$ cat src/rtl/mem_arb_pkg.sv
// Shared types and constants for the round-robin memory arbiter.
package mem_arb_pkg;

  localparam int         NUM_CLIENTS_DEF = 4;
  localparam logic [7:0] TO_CNT_MAX      = 8'hFF;

  typedef logic [1:0] client_idx_t;

  typedef enum logic [1:0] {
    ST_IDLE   = 2'd0,
    ST_ACCESS = 2'd1,
    ST_DONE   = 2'd2
  } state_e;

endpackage

$ cat src/rtl/mem_arbiter_rr_picker.sv
// Four-way rotating priority encoder: the first requester at or after ptr wins.
module rr_picker
  import mem_arb_pkg::*;
(
  input  logic [3:0]  req,
  input  client_idx_t ptr,
  output logic        valid,
  output client_idx_t idx
);

  client_idx_t cand;

  // Walk offsets from farthest to nearest so the nearest requester overrides.
  always_comb begin
    valid = 1'b0;
    idx   = ptr;
    cand  = ptr;
    for (int i = 3; i >= 0; i--) begin
      cand = ptr + client_idx_t'(i);
      if (req[cand]) begin
        valid = 1'b1;
        idx   = cand;
      end
    end
  end

endmodule

$ cat src/rtl/mem_arbiter_rr.sv
// Four-client round-robin arbiter in front of a single-word async-ready memory port.
//
// state     | meaning
// ----------+---------------------------------------------------------------
// ST_IDLE   | no transaction; pick the next requester starting at rr_ptr
// ST_ACCESS | strobes driven; wait for mem_ready or the wait limit
// ST_DONE   | one-cycle completion pulse to the owner; advance rr_ptr
module mem_arbiter_rr
  import mem_arb_pkg::*;
#(
  parameter int NUM_CLIENTS    = NUM_CLIENTS_DEF,
  parameter int ADDR_W         = 32,
  parameter int DATA_W         = 16,
  parameter int TIMEOUT_CYCLES = 255
) (
  input  logic                          clk,
  input  logic                          reset,
  input  logic [NUM_CLIENTS-1:0]        cl_req,
  input  logic [NUM_CLIENTS-1:0]        cl_we,
  input  logic [NUM_CLIENTS*ADDR_W-1:0] cl_addr,
  input  logic [NUM_CLIENTS*DATA_W-1:0] cl_wdata,
  output logic [NUM_CLIENTS-1:0]        cl_grant,
  output logic [NUM_CLIENTS-1:0]        cl_done,
  output logic [NUM_CLIENTS-1:0]        cl_err,
  output logic [DATA_W-1:0]             cl_rdata,
  output logic [ADDR_W-1:0]             mem_addr,
  output logic [DATA_W-1:0]             mem_wdata,
  input  logic [DATA_W-1:0]             mem_rdata,
  output logic                          mem_we,
  output logic                          mem_oe,
  output logic                          mem_ce,
  input  logic                          mem_ready,
  output logic                          busy,
  output logic [1:0]                    owner,
  output logic [7:0]                    timeout_cnt
);

  // Last wait-counter value before the transaction is abandoned.
  localparam logic [7:0] WAIT_LAST = 8'(TIMEOUT_CYCLES - 1);

  state_e              state_q,    state_d;
  client_idx_t         rr_ptr_q,   rr_ptr_d;
  client_idx_t         owner_q,    owner_d;
  logic [ADDR_W-1:0]   addr_q,     addr_d;
  logic [DATA_W-1:0]   wdata_q,    wdata_d;
  logic                we_q,       we_d;
  logic                first_q,    first_d;
  logic                err_q,      err_d;
  logic [7:0]          wait_q,     wait_d;
  logic [DATA_W-1:0]   rdata_q,    rdata_d;
  logic [7:0]          to_cnt_q,   to_cnt_d;

  logic                pick_valid;
  client_idx_t         pick_idx;
  logic [NUM_CLIENTS-1:0] owner_oh;

  rr_picker u_picker (
    .req   (cl_req),
    .ptr   (rr_ptr_q),
    .valid (pick_valid),
    .idx   (pick_idx)
  );

  // Next-state logic: arbitration, access wait/timeout, completion.
  always_comb begin
    state_d  = state_q;
    rr_ptr_d = rr_ptr_q;
    owner_d  = owner_q;
    addr_d   = addr_q;
    wdata_d  = wdata_q;
    we_d     = we_q;
    first_d  = 1'b0;
    err_d    = err_q;
    wait_d   = wait_q;
    rdata_d  = rdata_q;
    to_cnt_d = to_cnt_q;

    case (state_q)
      ST_IDLE: begin
        if (pick_valid) begin
          owner_d = pick_idx;
          addr_d  = cl_addr[pick_idx*ADDR_W +: ADDR_W];
          wdata_d = cl_wdata[pick_idx*DATA_W +: DATA_W];
          we_d    = cl_we[pick_idx];
          wait_d  = 8'd0;
          first_d = 1'b1;
          err_d   = 1'b0;
          state_d = ST_ACCESS;
        end
      end
      ST_ACCESS: begin
        // Ready takes precedence over the wait limit in the same cycle.
        if (mem_ready) begin
          rdata_d = we_q ? '0 : mem_rdata;
          state_d = ST_DONE;
        end else if (wait_q == WAIT_LAST) begin
          rdata_d = '0;
          err_d   = 1'b1;
          if (to_cnt_q != TO_CNT_MAX) begin
            to_cnt_d = to_cnt_q + 8'd1;
          end
          state_d = ST_DONE;
        end else begin
          wait_d = wait_q + 8'd1;
        end
      end
      ST_DONE: begin
        rr_ptr_d = owner_q + client_idx_t'(1);
        err_d    = 1'b0;
        state_d  = ST_IDLE;
      end
      default: begin
        state_d = ST_IDLE;
      end
    endcase
  end

  // State and datapath registers, cleared asynchronously.
  always_ff @(posedge clk or posedge reset) begin
    if (reset) begin
      state_q  <= ST_IDLE;
      rr_ptr_q <= '0;
      owner_q  <= '0;
      addr_q   <= '0;
      wdata_q  <= '0;
      we_q     <= 1'b0;
      first_q  <= 1'b0;
      err_q    <= 1'b0;
      wait_q   <= '0;
      rdata_q  <= '0;
      to_cnt_q <= '0;
    end else begin
      state_q  <= state_d;
      rr_ptr_q <= rr_ptr_d;
      owner_q  <= owner_d;
      addr_q   <= addr_d;
      wdata_q  <= wdata_d;
      we_q     <= we_d;
      first_q  <= first_d;
      err_q    <= err_d;
      wait_q   <= wait_d;
      rdata_q  <= rdata_d;
      to_cnt_q <= to_cnt_d;
    end
  end

  // Outputs are decoded from registered state only.
  assign owner_oh    = {{(NUM_CLIENTS-1){1'b0}}, 1'b1} << owner_q;
  assign cl_grant    = (state_q == ST_ACCESS && first_q) ? owner_oh : '0;
  assign cl_done     = (state_q == ST_DONE) ? owner_oh : '0;
  assign cl_err      = (state_q == ST_DONE && err_q) ? owner_oh : '0;
  assign cl_rdata    = (state_q == ST_DONE) ? rdata_q : '0;
  assign mem_addr    = addr_q;
  assign mem_wdata   = wdata_q;
  assign mem_ce      = (state_q == ST_ACCESS);
  assign mem_we      = mem_ce & we_q;
  assign mem_oe      = mem_ce & ~we_q;
  assign busy        = (state_q != ST_IDLE);
  assign owner       = owner_q;
  assign timeout_cnt = to_cnt_q;

endmodule

$ cat config.mk
export PLATFORM = sky130hd
export DESIGN_NAME = mem_arbiter_rr
export DESIGN_NICKNAME = d
export VERILOG_FILES = /design/src/rtl/mem_arb_pkg.sv /design/src/rtl/mem_arbiter_rr_picker.sv /design/src/rtl/mem_arbiter_rr.sv
export SDC_FILE = /design/constraint.sdc
export NUM_CORES = 1
export LEC_CHECK = 0
export ABC_CLOCK_PERIOD_IN_PS = 4200
export CAP_MARGIN = 20
export CORE_MARGIN = 2
export CORE_UTILIZATION = 38
export DETAILED_ROUTE_END_ITERATION = 16
export PLACE_DENSITY = 0.82
export RECOVER_POWER = 100
export SLEW_MARGIN = 30
export SYNTH_ARGS = -nofsm -noshare
export SYNTH_HDL_FRONTEND = slang
export SYNTH_HIERARCHICAL = 1
export SYNTH_SLANG_ARGS = --single-unit
export TNS_END_PERCENT = 50
$ cat constraint.sdc
create_clock -name clk -period 4.2 [get_ports clk]
set_input_delay 1.26 -clock clk [delete_from_list [all_inputs] [get_ports clk]]
set_output_delay 1.26 -clock clk [all_outputs]
set_load 0.01 [all_outputs]
==> metrics.md <==
| Metric | Value |
|---|---|
| Status | finished with violations |
| Violated checks | max-capacitance violations, max-slew violations |
| Post-route ant nets | 0 |
| Max incr delay on CP | approximately 660 ps |
| DRC violations left | 0 |
| Setup_tns | 0 ps |
| Fraction of layout cells with a size suffix above 1 | between 15 and 20% |
| Startpoint Class | flop |
| Post-CTS setup buffers | 0 |
| Fin nets | 896 |
| Die Ht | 120 µm |
| Drt wl/cell | between 15 and 20 µm |
| Clk slew on worst S/H paths | 60 ps |
| Cells after Synth | 371 |
| Yosys top cell by area | dfrtp_1 |
| Fin. max-slew vios | 120 |
| Period utilisation layout | about nine tenths |
| Clk buf depth | 2 |
| CTS tree | yes |
| TritonCTS Sinks | around 90 |
| Critical path, cell by cell | nor2b_1 > clkbuf_1 > and3_1 > dlygate4sd3_1 |
| IO buf count | ~300 |
| Pwr per Cell Area | roughly 550 nW/µm² |
| Crit-path slowest cell | clkbuf_1 |
| Netlist cell types | 47 |
| Vias in the first global route | 4951 |
| WP data arrival | approximately 2500 ps |
| Cts repair resizes | 0 |
| Req. time, crit path | about 3000 ps |
| Ranking of synthesized cells by area | dfrtp_1 44%, mux4_2 22%, mux2_2 12% |
| Seq/Total Area, Yosys | between 40% and 50% |
| Final min period | approximately 3700 ps |
| DP Wirelength | about 13 mm |
| Clk Latency, worst-skew pair | between 300 and 400 ps |
| FF+latch count, synth | between 80 and 90 |
| FMAX | 0.269 GHz |
| Die width | between 100 and 150 µm |
| Cts hold-fix bufs | 0 |
| Post-synth top area share | between 40% and 50% |
| Routed wl met3 | approximately 1.0 mm |
| Io pins | ~310 |
| Initial core utilization | 38.7% |
| M1 WL | approximately 5.8 mm |
| Drt total wl | 16.2 mm |
| Vias | 4473 |
| Max-cap viol count | 2 |
| Core ar. | between 10000 and 15000 µm² |
| Least-Margin Pin Slew | roughly 2200 ps |
| DRC marker count from the first detailed-route iteration | slightly below 300 |
| Die area | between 10000 and 15000 µm² |
| Crit. End Element | output port |
| Number of iterations in the first detailed-routing pass | 4 |
| Synthesis warning total | 6 |
| H-tree lvl count | 3 |
| Highest routed metal layer | met5 |
| Maximum fanout along the worst path | 26 |
| Total CTS buffers | 9 |
| GPL Wtd Cong | 0.819 |
| Pwr Total | roughly 4.7 mW |
| Unrepaired setup endpoints after global routing | false |
| Syn_nets | between 500 and 600 |
| Clock Skews | approximately 2.5 ps |
| Worst vdd ir | 0.000334 V |
| Hold depth | 1 |
| Row count | 42 |
| Gr usage total | roughly 23% |
| Lkg Pwr | approximately 3.5 nW |
| Post-Synthesis Cell Area | ~5100 µm² |
| Initial antenna violation count | 2 |
| Total gr overflow | 0 |
| Met2 routed WL | roughly 8.8 mm |
| Crit path kind | reg -> out |
| Hold crit path type | reg -> reg |
| First-pass GRT wire length | roughly 26 mm |
| Rel. slew slack | -48.3% |
| Via/cell ratio | ~5.3 |
| Syn_area_per_cell | 13.7 µm² |
| Largest net degree at the start of global routing | 90 |
| Area growth syn-to-layout | 69.7% |
| Clock root cell | clkbuf_16 |
| # setup viols final | 0 |
| R2r worst-path depth | 4 |
| Final Hold Vio Count | 0 |
## stage by stage
| step | std cells | util (%) | hold slack (ps) | setup slack (ps) | area [µm²] |
|---|---|---|---|---|---|
| floorplan | 371 | - | 464 | 633 | 5080 |
| global placement | 835 | 63.8 | 480 | 409 | 8380 |
| detailed placement | 835 | 63.8 | 487 | 339 | 8380 |
| CTS | 850 | 66.0 | 506 | 699 | 8670 |
| global route | 851 | 65.7 | 512 | 280 | 8630 |
| finish | 851 | 65.7 | 500 | 485 | 8630 |
## critical path: cells and delay by family, from the launching register on
kind / cells / cell delay [ps]
buffers and inverters: 2 / 1270
flip-flops: 1 / 450
AND/OR/NAND/NOR: 2 / 390
## registers in the layout, summed over array words and instances (netlist names)
signal,cells
mem_addr,32
mem_wdata,16
rdata_q,16
timeout_cnt,8
wait_q,8
owner,2
rr_ptr_q,2
state_q,2
err_q,1
first_q,1
we_q,1
## layer usage
layer	track usage [%]	up-vias
li1	-	2018
met1	25.5	2203
met2	41.8	206
met3	6.23	44
met4	10.4	2
met5	0	-
## cells in the mapped netlist (all sizes together)
| master | n |
|---|---|
| or4 | 1 |
| or3b | 1 |
| nand4 | 3 |
| nand2b | 2 |
| and3 | 10 |
| o22ai | 1 |
| o21ai | 8 |
| dfrtp | 89 |
| mux4 | 49 |
| or2 | 3 |
| a31oi | 6 |
| nor2b | 1 |
| nor3 | 5 |
| nor4 | 2 |
| inv | 11 |
| a22o | 16 |
| nand3 | 7 |
| mux2 | 54 |
| and3b | 1 |
| o211ai | 1 |
| xor2 | 4 |
| buf | 17 |
| a32oi | 1 |
| xnor2 | 1 |
| ha | 7 |
| a2bb2oi | 1 |
| clkbuf | 11 |
| and4b | 1 |
| o221a | 1 |
| and4 | 1 |
| nand2 | 12 |
| a21oi | 6 |
| nor2 | 7 |
| and2 | 22 |
| a41oi | 3 |
| o21a | 2 |
| and2b | 3 |
## cell usage in the layout (no fill, tap or decap), types with 2 or more instances in the layout
cell type | Yosys | layout
and2b_2 | 2 | 2
a21oi_1 | 6 | 6
nand3_1 | 7 | 7
and2_1 | 22 | 7
and3_1 | 10 | 10
o21ai_0 | 7 | 8
clkbuf_16 | 0 | 9
nand4_1 | 3 | 3
nor4_1 | 2 | 2
xor2_1 | 4 | 4
clkinv_2 | 0 | 4
dlygate4sd3_1 | 0 | 75
clkdlybuf4s50_1 | 0 | 233
mux4_2 | 49 | 49
a41oi_1 | 2 | 2
clkbuf_2 | 0 | 2
clkinvlp_4 | 0 | 2
buf_12 | 0 | 3
nor2_1 | 6 | 7
and2_0 | 0 | 15
o21a_1 | 2 | 2
mux2_2 | 53 | 53
nand2_1 | 12 | 11
inv_1 | 11 | 10
ha_1 | 7 | 7
nand2b_1 | 2 | 2
dfrtp_1 | 89 | 89
clkbuf_1 | 11 | 3
a22o_1 | 16 | 16
nor3_1 | 3 | 4
a31oi_1 | 6 | 6
## area by class of cell
class	instances	area (µm²)
antenna	1	2.50
clock buffer	9	225
sequential	89	2230
multi-input combinational	243	2690
clock inverter	6	60.1
timing repair buffer	316	3160
fill	1008	4510
inverter	11	42.5
tap	176	220
## where the power goes
part / leakage, nW / internal [mW] / total, mW / switching (mW)
Clock: 0.137 / 0.454 / 0.787 / 0.333
Sequential: 1.09 / 1.22 / 1.44 / 0.221
Combinational: 2.26 / 1.48 / 2.51 / 1.03
Total: 3.50 / 3.15 / 4.74 / 1.58
## logic make-up (layout without fill, tap and decap cells)
| kind of cell | Yosys count | count (layout) | share of synthesized area, % |
|---|---|---|---|
| buf+inv | 39 | 342 | 3.42 |
| fa+ha+maj | 7 | 7 | 1.72 |
| xor+xnor | 5 | 5 | 0.861 |
| mux | 103 | 103 | 33.7 |
| other cells | 0 | 1 | 0 |
| flops | 89 | 89 | 43.8 |
| compound gates | 46 | 46 | 6.89 |
| simple gates | 82 | 82 | 9.57 |
## final timing paths
path                                           from                   endpoint  slack (ps)
max                          state_q[0]$_DFFE_PP0P_                  cl_err[3]         490
min                        mem_wdata[5]$_DFFE_PP0P_   mem_wdata[5]$_DFFE_PP0P_         500
max reg2reg                  state_q[0]$_DFFE_PP0P_    mem_addr[1]$_DFFE_PP0P_        1550
min reg2reg                mem_wdata[5]$_DFFE_PP0P_   mem_wdata[5]$_DFFE_PP0P_         500
max in group asynchronous                     reset  mem_wdata[10]$_DFFE_PP0P_         790
min in group asynchronous                     reset    mem_addr[3]$_DFFE_PP0P_        2060
(Power assumes the default switching activity.)
